### src/rtl/guess_pkg.sv
// guess_pkg -- shared types and helpers for the guessing-game round timer.
//   state_t    : round timer FSM states (2-bit)
//   bcd_t      : one BCD digit (4-bit)
//   bcd_pair_t : tens/ones digit pair
//   bcd_dec    : one-second BCD decrement, saturating at 00
package guess_pkg;

  typedef enum logic [1:0] {
    IDLE = 2'd0,
    RUN  = 2'd1,
    HOLD = 2'd2,
    DONE = 2'd3
  } state_t;

  typedef logic [3:0] bcd_t;

  typedef struct packed {
    bcd_t tens;
    bcd_t ones;
  } bcd_pair_t;

  // Returns the pair one second lower. The ones digit borrows from the tens
  // digit when it wraps 0 -> 9. 00 stays at 00, so the count can never
  // underflow even if a stray tick arrives.
  function automatic bcd_pair_t bcd_dec(input bcd_pair_t cur);
    bcd_pair_t nxt;
    nxt = cur;
    if (cur.ones != 4'd0) begin
      nxt.ones = cur.ones - 4'd1;
    end else if (cur.tens != 4'd0) begin
      nxt.ones = 4'd9;
      nxt.tens = cur.tens - 4'd1;
    end
    return nxt;
  endfunction

endpackage

### src/rtl/guess_timer_sync_edge.sv
// sync_edge -- brings an asynchronous level into the iclk domain and turns
// each rising edge into a single-cycle pulse. Reusable for button inputs.
//   iclk   : system clock
//   reset  : asynchronous active-high reset, clears every flop
//   din    : asynchronous input level
//   tick   : registered one-cycle pulse, STAGES+1 cycles after a din rise
module sync_edge #(
  parameter int STAGES = 2
) (
  input  logic iclk,
  input  logic reset,
  input  logic din,
  output logic tick
);

  if (STAGES < 2 || STAGES > 3) begin : g_bad_stages
    $fatal(1, "sync_edge: STAGES must be 2..3");
  end

  logic [STAGES-1:0] sync_reg;
  logic [STAGES-1:0] sync_next;
  logic              prev_reg;
  logic              tick_reg;

  // Each stage samples the one before it; stage 0 samples the raw input.
  genvar gi;
  generate
    for (gi = 0; gi < STAGES; gi++) begin : g_chain
      if (gi == 0) begin : g_first
        assign sync_next[gi] = din;
      end else begin : g_rest
        assign sync_next[gi] = sync_reg[gi-1];
      end
    end
  endgenerate

  always_ff @(posedge iclk or posedge reset) begin
    if (reset) begin
      sync_reg <= '0;
      prev_reg <= 1'b0;
      tick_reg <= 1'b0;
    end else begin
      sync_reg <= sync_next;
      prev_reg <= sync_reg[STAGES-1];
      tick_reg <= sync_reg[STAGES-1] & ~prev_reg;
    end
  end

  assign tick = tick_reg;

endmodule

### src/rtl/guess_timer.sv
// guess_timer -- BCD seconds countdown for one guessing round.
//   iclk     : 50 MHz system clock
//   reset    : asynchronous active-high reset
//   slowclk  : ~1 Hz divider output, sampled as data
//   start    : one-cycle pulse, (re)loads SECONDS and enters RUN
//   hold     : level, pauses the countdown while high
//   tens     : BCD tens digit of seconds remaining
//   ones     : BCD ones digit of seconds remaining
//   running  : high in RUN only
//   done     : high in DONE
//   expired  : one-cycle pulse on entry to DONE
//   tick     : synchronized one-cycle pulse per slowclk rising edge
module guess_timer
  import guess_pkg::*;
#(
  parameter int SECONDS     = 30,
  parameter int SYNC_STAGES = 2
) (
  input  logic       iclk,
  input  logic       reset,
  input  logic       slowclk,
  input  logic       start,
  input  logic       hold,
  output logic [3:0] tens,
  output logic [3:0] ones,
  output logic       running,
  output logic       done,
  output logic       expired,
  output logic       tick
);

  if (SECONDS < 1 || SECONDS > 99) begin : g_bad_seconds
    $fatal(1, "guess_timer: SECONDS must be 1..99");
  end

  localparam bcd_t LOAD_TENS = bcd_t'(SECONDS / 10);
  localparam bcd_t LOAD_ONES = bcd_t'(SECONDS % 10);
  localparam bcd_pair_t LOAD_PAIR = '{tens: LOAD_TENS, ones: LOAD_ONES};

  logic tick_w;

  sync_edge #(
    .STAGES (SYNC_STAGES)
  ) u_sync_edge (
    .iclk  (iclk),
    .reset (reset),
    .din   (slowclk),
    .tick  (tick_w)
  );

  state_t    state_reg,   state_next;
  bcd_pair_t digits_reg,  digits_next;
  logic      running_reg, done_reg;
  logic      expired_reg, expired_next;

  always_comb begin
    state_next   = state_reg;
    digits_next  = digits_reg;
    expired_next = 1'b0;
    // start outranks both hold and tick in every state.
    if (start) begin
      state_next  = RUN;
      digits_next = LOAD_PAIR;
    end else begin
      case (state_reg)
        IDLE: ;
        RUN: begin
          // hold wins a same-cycle collision; that tick is simply lost.
          if (hold) begin
            state_next = HOLD;
          end else if (tick_w) begin
            digits_next = bcd_dec(digits_reg);
            if (digits_reg.tens == 4'd0 && digits_reg.ones == 4'd1) begin
              state_next   = DONE;
              expired_next = 1'b1;
            end
          end
        end
        HOLD: begin
          if (!hold) begin
            state_next = RUN;
          end
        end
        DONE: ;
        default: state_next = IDLE;
      endcase
    end
  end

  // Flag outputs are decoded from the next state so they change on the same
  // edge as the state register.
  always_ff @(posedge iclk or posedge reset) begin
    if (reset) begin
      state_reg   <= IDLE;
      digits_reg  <= '0;
      running_reg <= 1'b0;
      done_reg    <= 1'b0;
      expired_reg <= 1'b0;
    end else begin
      state_reg   <= state_next;
      digits_reg  <= digits_next;
      running_reg <= (state_next == RUN);
      done_reg    <= (state_next == DONE);
      expired_reg <= expired_next;
    end
  end

  assign tens    = digits_reg.tens;
  assign ones    = digits_reg.ones;
  assign running = running_reg;
  assign done    = done_reg;
  assign expired = expired_reg;
  assign tick    = tick_w;

endmodule

### config.mk
export PLATFORM = sky130hd
export DESIGN_NAME = guess_timer
export DESIGN_NICKNAME = d
export VERILOG_FILES = /design/src/rtl/guess_pkg.sv /design/src/rtl/guess_timer_sync_edge.sv /design/src/rtl/guess_timer.sv
export SDC_FILE = /design/constraint.sdc
export NUM_CORES = 1
export LEC_CHECK = 0
export BUFFER_PORTS_ARGS = -buffer_cell sky130_fd_sc_hd__buf_2
export CAP_MARGIN = 10
export CORE_MARGIN = 2
export CORE_UTILIZATION = 35
export CTS_CLUSTER_DIAMETER = 100
export DETAILED_ROUTE_END_ITERATION = 7
export GPL_TIMING_DRIVEN = 0
export PLACE_DENSITY = 0.6
export SLEW_MARGIN = 0
export SYNTH_ARGS = -nofsm -noshare
export SYNTH_HDL_FRONTEND = slang
export SYNTH_SLANG_ARGS = --single-unit
export TNS_END_PERCENT = 10
### constraint.sdc
create_clock -name iclk -period 1.7 [get_ports iclk]
set_input_delay 0.425 -clock iclk [delete_from_list [all_inputs] [get_ports iclk]]
set_output_delay 0.425 -clock iclk [all_outputs]
set_load 0.05 [all_outputs]
Yosys cells after proc, flatten, opt, wreduce, memory -nomap -nowiden
Index checks and enable logic that the tools add are counted. Widths: inputs -> output; s select.

Add/subtract/negate cells: 2. Multiply operators: 0. Divide/modulo/power cells: 0. $lt $le $gt $ge: 0. Equality and inequality tests: 7. Shift operators: 0. Muxes and demuxes: 18. Bitwise operators: 2. Reduce and logical (&&, ||, !) cells: 10.

Operators by type and width (count): $mux 8 (5); $mux 2 (5); $mux 4 (2); $reduce_bool 4->1 (2); $sub 4x1->4 const B (2); $reduce_bool 2->1 (3); $mux 1 (5); $reduce_and 5->1 (1); $eq 2x1->1 const B (2); $eq 2x2->1 const B (2); $eq 4x1->1 const B (1); $logic_not 4->1 (1); $ne 2x2->1 const B (2); $pmux 2 s2 (1); $reduce_and 4->1 (1); $reduce_bool 3->1 (1); $and 1x1->1 (1); $logic_and 1x1->1 (1); $not 1->1 (1).

Register bits: 17. Bits in latches: 0. RAM bits: 0. Bits in read-only memories: 0. Input bits: 5. Output and inout bits: 12. Logic and storage cells: 48. Memories: 0.

Depth between registers and ports, before layout
Gate-level depths: netlist of the first run.

Depth after elaboration: 8. Gate-level depth with buffers: 5. Mapped depth without buffers: 5.

Modules after synthesis
A second synthesis of the first run with hierarchy kept.

Cell total of the unflattened synthesis: 87. Area total of the unflattened synthesis: 885.8 um2.

Modules (own cells, without submodules): guess_timer (times used 1, cells each 81, area each 768.2 um2, sequential area each 325.3 um2); sync_edge (times used 1, cells each 6, area each 117.6 um2, sequential area each 100.1 um2).

Least setup slack after synthesis of the first run
No wires, ideal clock.

Path type: register to register. Start point: register digits_reg (netlist bit ones[1]). End point: register running_reg (netlist: running). Library setup time: 0.145 ns. Data arrival time: 1.725 ns. Data required time: 1.555 ns. Setup slack: -0.170 ns. Stages on the path, launching flop included: 6. Path buffers: 0. Period minus slack after synthesis: 1.870 ns. Cells stage by stage: dfrtp_1 -> inv_1 -> ha_1 -> nor4bb_2 -> a2111oi_1 -> a211oi_1.

Word-level cells in the longest chain between the ends: 8.

RTL lines: start: declaration (line guess_timer.sv:52) `bcd_pair_t digits_reg, digits_next;`; start signal: assignment (line guess_timer.sv:101) `digits_reg <= digits_next;`; $eq 4x1->1 (line guess_timer.sv:73) `if (digits_reg.tens == 4'd0 && digits_reg.ones == 4'd1) begin`; $logic_and 1x1->1 (line guess_timer.sv:73); $mux 2 (line guess_timer.sv:73); $mux 2 (line guess_timer.sv:71) `end else if (tick_w) begin`; $mux 2 (line guess_timer.sv:69) `if (hold) begin`; $pmux 2 s2 (line guess_timer.sv:65) `case (state_reg)`; $mux 2 (line guess_timer.sv:61) `if (start) begin`; $eq 2x1->1 (line guess_timer.sv:102) `running_reg <= (state_next == RUN);`; end signal: assignment (line guess_timer.sv:102); end: declaration (line guess_timer.sv:53) `logic running_reg, done_reg;`.

Every way passes these cells. A chain may end at the register's enable or synchronous reset.

Worst setup path after layout of the first run
Start point: register digits_reg (netlist bit tens[0]). End point: register digits_reg (netlist bit tens[3]).

Word-level cells in the longest chain between the ends: 7. Elaborated cells between the ends (all ways): 10. Classes of those cells: add/sub: 1; mux: 6; reduce/logical: 3.

RTL lines: $sub 4x1->4 (line guess_pkg.sv:32) `nxt.tens = cur.tens - 4'd1;`; $mux 8 (line guess_pkg.sv:30) `end else if (cur.tens != 4'd0) begin`; $mux 4 (line guess_pkg.sv:28) `if (cur.ones != 4'd0) begin`; $mux 8 (line guess_timer.sv:71); $mux 8 (line guess_timer.sv:69); $mux 8 (line guess_timer.sv:65); $mux 8 (line guess_timer.sv:61).

Several ways; a longest one is shown, not always the timed one. The select of a mux whose other input is x is not followed.

==> results.cfg, run 1 <==
[drt]
drt_first_pass_iters = 4
routed_wl_um = 2051
wl_per_cell_um = 13.77
drt_iter0_markers = 8
ant_nets = 0
viasPerCell = 5.362
drc = 0
vias = 799

[setup_path]
slowest_stage = dfrtp_2
cp_cell_sequence = inv_4, ha_4, or3b_4, nand4_1, mux2_1
cp.required_ps = 1900
cpPeakStageDelay_ps = 460
worstSetupPathType = reg -> reg
crit_path_start_kind = register
end_kind = register
critPathArrivalTime_ps = 1830
worstPathMaxFanout = 4

[sta]
period_minus_slack_ps = 1633
setup-violations-final = 0
min_period_over_period = 0.9606
tightestPinTransition_ps = 664.8
finalHoldViolCount = 0
skew_ps = 9.325
clock.fmax_mhz = 612.4
slew_headroom = 0.5563
slew_violations = 0
setup_slack_ps = 66.97
hold_ws_ps = 194.6
rsz0062_at_grt = no

[power_and_ir_drop]
p_leak_uw = 0.0005820
p_total_uw = 1207
max-vdd-ir-drop_mv = 0.7159
power_density_nw_per_um2 = 981.4

[finish]
antenna_cells = 0
layout.cells.non_filler = 149
fill_cells = 266
layout-area-overhead-vs-synth_pct = 23.96
nets = 131
multi_input_area_um2 = 568.0
regArea_um2 = 430.4
drive_gt1_frac = 0.4068

[global_routing]
grt_max_degree = 18
track_usage = 0.1317
grt_pass1_wl_um = 3339
grt_antenna_before_repair = 0
grt_overflow = 0
first_global_vias = 729

[floorplanning]
core_area_um2 = 2734
start_util = 0.3629
die_w_um = 57.25
die_h_um = 57.25
rows = 19
die_area_um2 = 3277
pin_count = 17

[synth]
netlist_top_cells_count = 17 x dfrtp_1, 9 x inv_1, 9 x nor2_1
synth_edf_count = 0
syn_inst = 92
yosys_register_bits = 17
avgSynthCellArea_um2 = 10.78
post_synth_num_cell_types = 40
synth_most_common_cell = dfrtp_1
yosysWarnings = 0
synth_area_leaders = dfrtp_1 43%, ha_1 8.8%, inv_1 3.4%, nor2_1 3.4%, mux2_1 2.3%
seq_area_frac_synth = 0.4288
synthFlopType = dfrtp_1
netlist.area_leader.share = 0.4288
synthArstFlopShare = 1.000
synth.largest_area_cell = dfrtp_1
synth_area_um2 = 992.2
syn_nets = 104

[clock_tree]
tritoncts = built
clock_path_buffers = 2
clk_latency_ps = 300
root_buffer = clkbuf_4
clk_pin_slew_ps = 110
cts_sinks = 17
cts_buffers = 3
hold_buffers = 0
cts_htree_levels = 1

[placement]
port_buffers = 16
gp_congestion = 0.8050
dp_hpwl_um = 1461
place_ws_ps = -13.08
post-place-cells = 139

[outcome]
status = complete, no violations

[flow_run]
cap_viol_max_count = 0

[worst_hold_path]
hp-class = in -> async
where the power goes:
part | switching, uW | internal [uW] | total [uW] | leakage, uW
clock | 138 | 87.8 | 226 | 0.0000177
sequential | 51.6 | 450 | 502 | 0.000210
combinational | 280 | 199 | 479 | 0.000354
repair_timing:
| action | 4_1_cts | 5_1_grt |
|---|---|---|
| endpoints found under the setup margin | 2 | 6 |
| endpoints found under the hold margin | 0 | 0 |
| pin swaps | 0 | 0 |
| buffers inserted | 0 | 6 |
| gates resized for setup | 3 | 10 |
cells by family (layout without fill, tap and decap cells):
logic type / Yosys count / count (layout) / synth area share
buf+inv: 10 / 36 / 0.03782
fa+ha+maj: 7 / 7 / 0.08827
simple gates: 36 / 36 / 0.2787
compound gates: 18 / 18 / 0.1236
flops: 17 / 17 / 0.4288
mux: 4 / 4 / 0.04287
critical path: cells and delay by family, from the launching register on:
kind / cells / cell delay, ps
flip-flops: 1 / 460
multiplexers: 1 / 330
AND/OR/NAND/NOR: 2 / 520
adder cells (fa/ha/maj): 1 / 130
buffers and inverters: 1 / 80
metrics by stage:
stage            util  instance area [um2]  setup TNS [ps]
3_5_place_dp   0.4082                 1116          -14.18
6_report       0.4499                 1230               0
4_1_cts        0.4215                 1152               0
5_1_grt        0.4499                 1230               0
2_1_floorplan       -                997.2          -14.14
3_3_place_gp   0.4082                 1116               0
layer usage:
layer  GRT usage  part of all wire  vias up
met5           0                 0        -
met1      0.1800              0.46      400
li1            -                 -      384
met2      0.2020              0.49       12
met3     0.02721             0.029        3
met4     0.05980             0.017        0
worst paths after layout:
path	start	end	cells past startpoint	slack, ps
max reg2reg	tens[0]	tens[3]	5	70
min reg2reg	u_sync_edge.sync_reg[0]	u_sync_edge.sync_reg[1]	0	360
max in group asynchronous	reset	ones[1]	2	1040
min	reset	state_reg[1]	2	190
max	tens[0]	tens[3]	5	70
min in group iclk	slowclk	u_sync_edge.sync_reg[0]	1	230
area by class of cell:
type | instances | share of cell area
well taps | 31 | 0.03154
inverters | 9 | 0.02950
clock buffers | 3 | 0.01831
repair buffers | 22 | 0.1017
clock inverters | 1 | 0.004069
plain buffers | 1 | 0.003052
flip-flops and latches | 17 | 0.3499
multi-input cells | 65 | 0.4619
cells in the final DEF, fill, tap and decap left out, drive strengths merged, types with 2 or more instances in the layout:
| master | netlist | layout |
|---|---|---|
| a211oi | 2 | 2 |
| a21oi | 4 | 4 |
| a31oi | 2 | 2 |
| buf | 0 | 22 |
| clkbuf | 1 | 4 |
| dfrtp | 17 | 17 |
| ha | 7 | 7 |
| inv | 9 | 9 |
| mux2 | 2 | 2 |
| mux2i | 2 | 2 |
| nor2 | 9 | 9 |
| nor2b | 3 | 3 |
| nor3 | 3 | 3 |
| nor3b | 2 | 2 |
| nor4bb | 2 | 2 |
| o21ai | 3 | 3 |
| or3 | 3 | 3 |
| or3b | 2 | 2 |
(Power assumes the default switching activity.)
==> run 2, diff against run 1 <==
Clock period 1.7 ns to 1.75 ns, I/O delays scaled along.
==> run 2 against run 1 <==
  * Wire length fell by 5.7%
  * Combinational power fell by 8.1%
  * Global-route usage rose by 0.095 points
  * Clock power fell by 8.8%
  * Clock skew fell by 6.0 ps
  * Sequential power fell by 4%
  * Maximum frequency fell by 1.2%
  * Die area did not move
  * Critical path depth did not move
  * Critical path type unchanged
  * Largest cell class unchanged
==> results.cfg, run 2 (synthesized netlist as in run 1, its figures left out) <==
[setup_path]
r2r_start = tens[1]
cp.required_ps = 1930
worstPathMaxFanout = 4
critPathArrivalTime_ps = 1830
cp_cell_sequence = inv_1, ha_4, or3b_4, nand4_1, mux2_1
crit_path_start_kind = register
worstSetupPathType = reg -> reg
end_kind = register
rrSetupSlack_ps = 100
slowest_stage = dfrtp_2
r2r-end = tens[3]
cpPeakStageDelay_ps = 440
r2r_cells = 5
cp-startpoint = tens[1]

[clock_tree]
clock_path_buffers = 2
cts_buffers = 3
tritoncts = built
clk_pin_slew_ps = 100
clk_latency_ps = 280
cts_htree_levels = 1
root_buffer = clkbuf_4
cts_sinks = 17
hold_buffers = 0

[sta]
rsz0062_at_grt = no
tns_ps = 0
skew_ps = 3.337
slew_headroom = 0.5563
hold_ws_ps = 228.8
setup-violations-final = 0
slew_violations = 0
clock.fmax_mhz = 604.9
tightestPinTransition_ps = 664.9
finalHoldViolCount = 0
min_period_over_period = 0.9447
period_minus_slack_ps = 1653

[finish]
final_util = 0.4330
nets = 127
drive_gt1_frac = 0.3246
layout_common_cells = 16 x buf_2, 13 x dfrtp_1, 9 x nor2_1
fin_area_um2 = 1184
antenna_cells = 0
layout-area-overhead-vs-synth_pct = 19.29
final_common_cell = buf_2

[power_and_ir_drop]
max-vdd-ir-drop_mv = 0.6762
p_total_uw = 1129
p_leak_uw = 0.0005623
power_density_nw_per_um2 = 953.8

[placement]
gp_congestion = 0.8050
port_buffers = 16
dp_hpwl_um = 1461
dpl_cell_area_um2 = 1116

[drt]
drt_iter0_markers = 4
routed_wl_um = 1934
drc = 0
viasPerCell = 5.241
ant_nets = 0
wl_per_cell_um = 13.34
drt_first_pass_iters = 6
vias = 760

[worst_hold_path]
hp-class = in -> async

[floorplanning]
die_w_um = 57.25
rows = 19
die_area_um2 = 3277
die_h_um = 57.25
pin_count = 17
start_util = 0.3629
core_area_um2 = 2734

[global_routing]
grt_pass1_wl_um = 3367
grt_max_degree = 18
first_global_vias = 720
grt_overflow = 0
grt_antenna_before_repair = 0
track_usage = 0.1327

[flow_run]
cap_viol_max_count = 0

[outcome]
status = complete, no violations
[run 2: changes by cell type in the layout (fill, tap and decap cells not counted), sizes merged]
cell  change
buf       -4
[run 2: repair_timing]
action                                  CTS  global route
buffers inserted                          0             2
endpoints found under the setup margin    0             7
gates resized for setup                   0             5
[run 2: per-layer routing]
layer | up-vias | wire length (um) | global-route usage
met5 | - | 0 | 0
met1 | 369 | 895 | 0.1829
met2 | 9 | 969 | 0.2020
met3 | 2 | 58 | 0.02721
met4 | 0 | 11 | 0.05980
li1 | 380 | - | -
[run 2: worst max-delay path by stage]
stage          endpoint  slack, ps  depth (start not counted)
6_report        tens[3]        100                          5
3_3_place_gp    ones[0]         60                          5
3_5_place_dp    ones[0]         40                          5
5_1_grt         ones[0]          3                          5
2_1_floorplan   tens[3]         40                          5
4_1_cts         ones[0]         10                          5
[run 2: worst max-delay path, delay by kind of cell (launching register included)]
family	cells	cell delay, ps
flops	1	440
simple gates	2	520
fa+ha+maj	1	150
mux	1	330
buf+inv	1	120
[run 2: metrics by stage]
step	std cells	worst slack (ps)
2_1_floorplan	92	37.58
3_3_place_gp	139	64.26
3_5_place_dp	139	36.92
4_1_cts	143	10.63
5_1_grt	145	3.049
6_report	145	96.75
[run 2: area by class of cell]
class	instances	area, um2
inverter	9	33.78
fill	265	1550
buffer	1	3.754
clock buffer	3	22.52
tap	31	38.79
clock inverter	1	5.005
sequential	17	430.4
multi-input combinational	65	554.3
timing repair buffer	18	95.09
[run 2: power by group]
group | leakage [uW] | total (uW) | internal (uW) | switching [uW]
Sequential | 0.000210 | 483 | 438 | 45.4
Combinational | 0.000335 | 440 | 179 | 261
Clock | 0.0000177 | 206 | 84.8 | 121
==> run 3, diff against run 2 <==
Settings changed: PLACE_DENSITY 0.6 to 0.62.
Clock period 1.75 ns to 1.4 ns, I/O delays scaled along.
==> run 3 against run 2 <==
  * The flow now finishes with violations (negative setup slack)
  * Setup slack worse by 270 ps
  * Register-to-register slack worse by 270 ps
  * Flip-flop and latch count unchanged
  * Sequential share of layout area down 3.7 points
  * Utilization up 5.5 points
  * Non-clock buffer count up 6
==> results.cfg, run 3 (synthesized netlist as in run 1, its figures left out) <==
[outcome]
status = finished, violations left
violations = negative setup slack

[sta]
clock.fmax_mhz = 634.7
tightestPinTransition_ps = 672.8
slew_violations = 0
slew_headroom = 0.5510
min_period_over_period = 1.125
skew_ps = 10.41
finalHoldViolCount = 0
setup_slack_ps = -175.5
setup-violations-final = 12
period_minus_slack_ps = 1575
rsz0062_at_grt = yes

[global_routing]
track_usage = 0.1437
grt_max_degree = 18
first_global_vias = 823
grt_antenna_before_repair = 0
grt_pass1_wl_um = 3670
grt_overflow = 0

[placement]
gp_congestion = 0.8157
port_buffers = 16
post-place-cells = 139
dp_hpwl_um = 1490

[finish]
multi_input_area_um2 = 621.8
fill_cells = 251
nets = 133
layout-area-overhead-vs-synth_pct = 34.55
regArea_um2 = 435.4
layout_common_cells = 13 x buf_4, 9 x nor2_1, 9 x dfrtp_1
layout.cells.non_filler = 151
drive_gt1_frac = 0.5083
antenna_cells = 0
final_common_cell = buf_4

[clock_tree]
root_buffer = clkbuf_4
cts_sinks = 17
hold_buffers = 0
cts_buffers = 3
cts_htree_levels = 1
clk_latency_ps = 290
clk_pin_slew_ps = 110
clock_path_buffers = 2
tritoncts = built

[worst_hold_path]
hp-class = in -> async

[setup_path]
cpPeakStageDelay_ps = 460
slowest_stage = dfrtp_2
crit_path_start_kind = register
cp_cell_sequence = inv_2, ha_4, nor3b_4, nand4_1, mux2_4
end_kind = register
worstSetupPathType = reg -> reg
worstPathMaxFanout = 5
cp_top_family = simple AND/OR/NAND/NOR gates
critPathArrivalTime_ps = 1770
worst-path-buf-inv = 1
cp.required_ps = 1590

[floorplanning]
rows = 19
pin_count = 17
die_w_um = 57.25
core_area_um2 = 2734
die_area_um2 = 3277
die_h_um = 57.25
start_util = 0.3629

[power_and_ir_drop]
power_density_nw_per_um2 = 1191
max-vdd-ir-drop_mv = 0.7113
p_total_uw = 1590
p_leak_uw = 0.0005928

[drt]
wl_per_cell_um = 14.48
ant_nets = 0
drt_first_pass_iters = 4
vias = 810
drc = 0
routed_wl_um = 2186
viasPerCell = 5.364
drt_iter0_markers = 17

[flow_run]
cap_viol_max_count = 0
run 3: cell type report:
cell class              instances  area share
clock buffers                   3     0.01687
clock inverters                 1    0.005623
well taps                      31     0.02905
repair buffers                 24      0.1284
flip-flops and latches         17      0.3261
plain buffers                   1    0.002812
multi-input cells              65      0.4658
inverters                       9     0.02530
run 3: what timing repair did:
item                                    4_1_cts  5_1_grt
gates resized for setup                      19       14
endpoints found under the setup margin       18       18
setup buffers                                 8        0
pin swaps                                     4        9
run 3: metal layers:
| metal | up-vias | global-route usage | wire [um] |
|---|---|---|---|
| met3 | 2 | 0.02041 | 80 |
| met4 | 0 | 0.04983 | 21 |
| met2 | 15 | 0.2463 | 1102 |
| met1 | 404 | 0.1856 | 982 |
| met5 | - | 0 | 0 |
| li1 | 389 | - | - |
run 3: worst paths after layout:
path                                          from                       to  slack (ps)  depth (start not counted)
max in group asynchronous                    reset         u_sync_edge.tick         790                          2
min                                          reset                  tens[3]         130                          2
min reg2reg                u_sync_edge.sync_reg[0]  u_sync_edge.sync_reg[1]         360                          0
max                                        ones[0]                  tens[3]        -180                          5
max reg2reg                                ones[0]                  tens[3]        -180                          5
min in group iclk                          slowclk  u_sync_edge.sync_reg[0]         160                          1
run 3: per-stage QoR:
stage | setup TNS (ps) | instance area, um2 | hold WS (ps) | worst slack (ps) | util
finish | -1259 | 1335 | 132.3 | -175.5 | 0.4883
global route | -1958 | 1335 | 153.0 | -249.6 | 0.4883
CTS | -1577 | 1294 | 151.4 | -170.3 | 0.4732
detailed placement | -2161 | 1137 | 337.9 | -291.4 | 0.4160
global placement | -1829 | 1137 | 331.7 | -239.7 | 0.4160
floorplan | -2475 | 1018 | 275.8 | -243.9 | -
run 3: where the power goes:
part,switching [uW],internal [uW]
clock,165,108
combinational,396,327
sequential,46.0,548
total,606,983
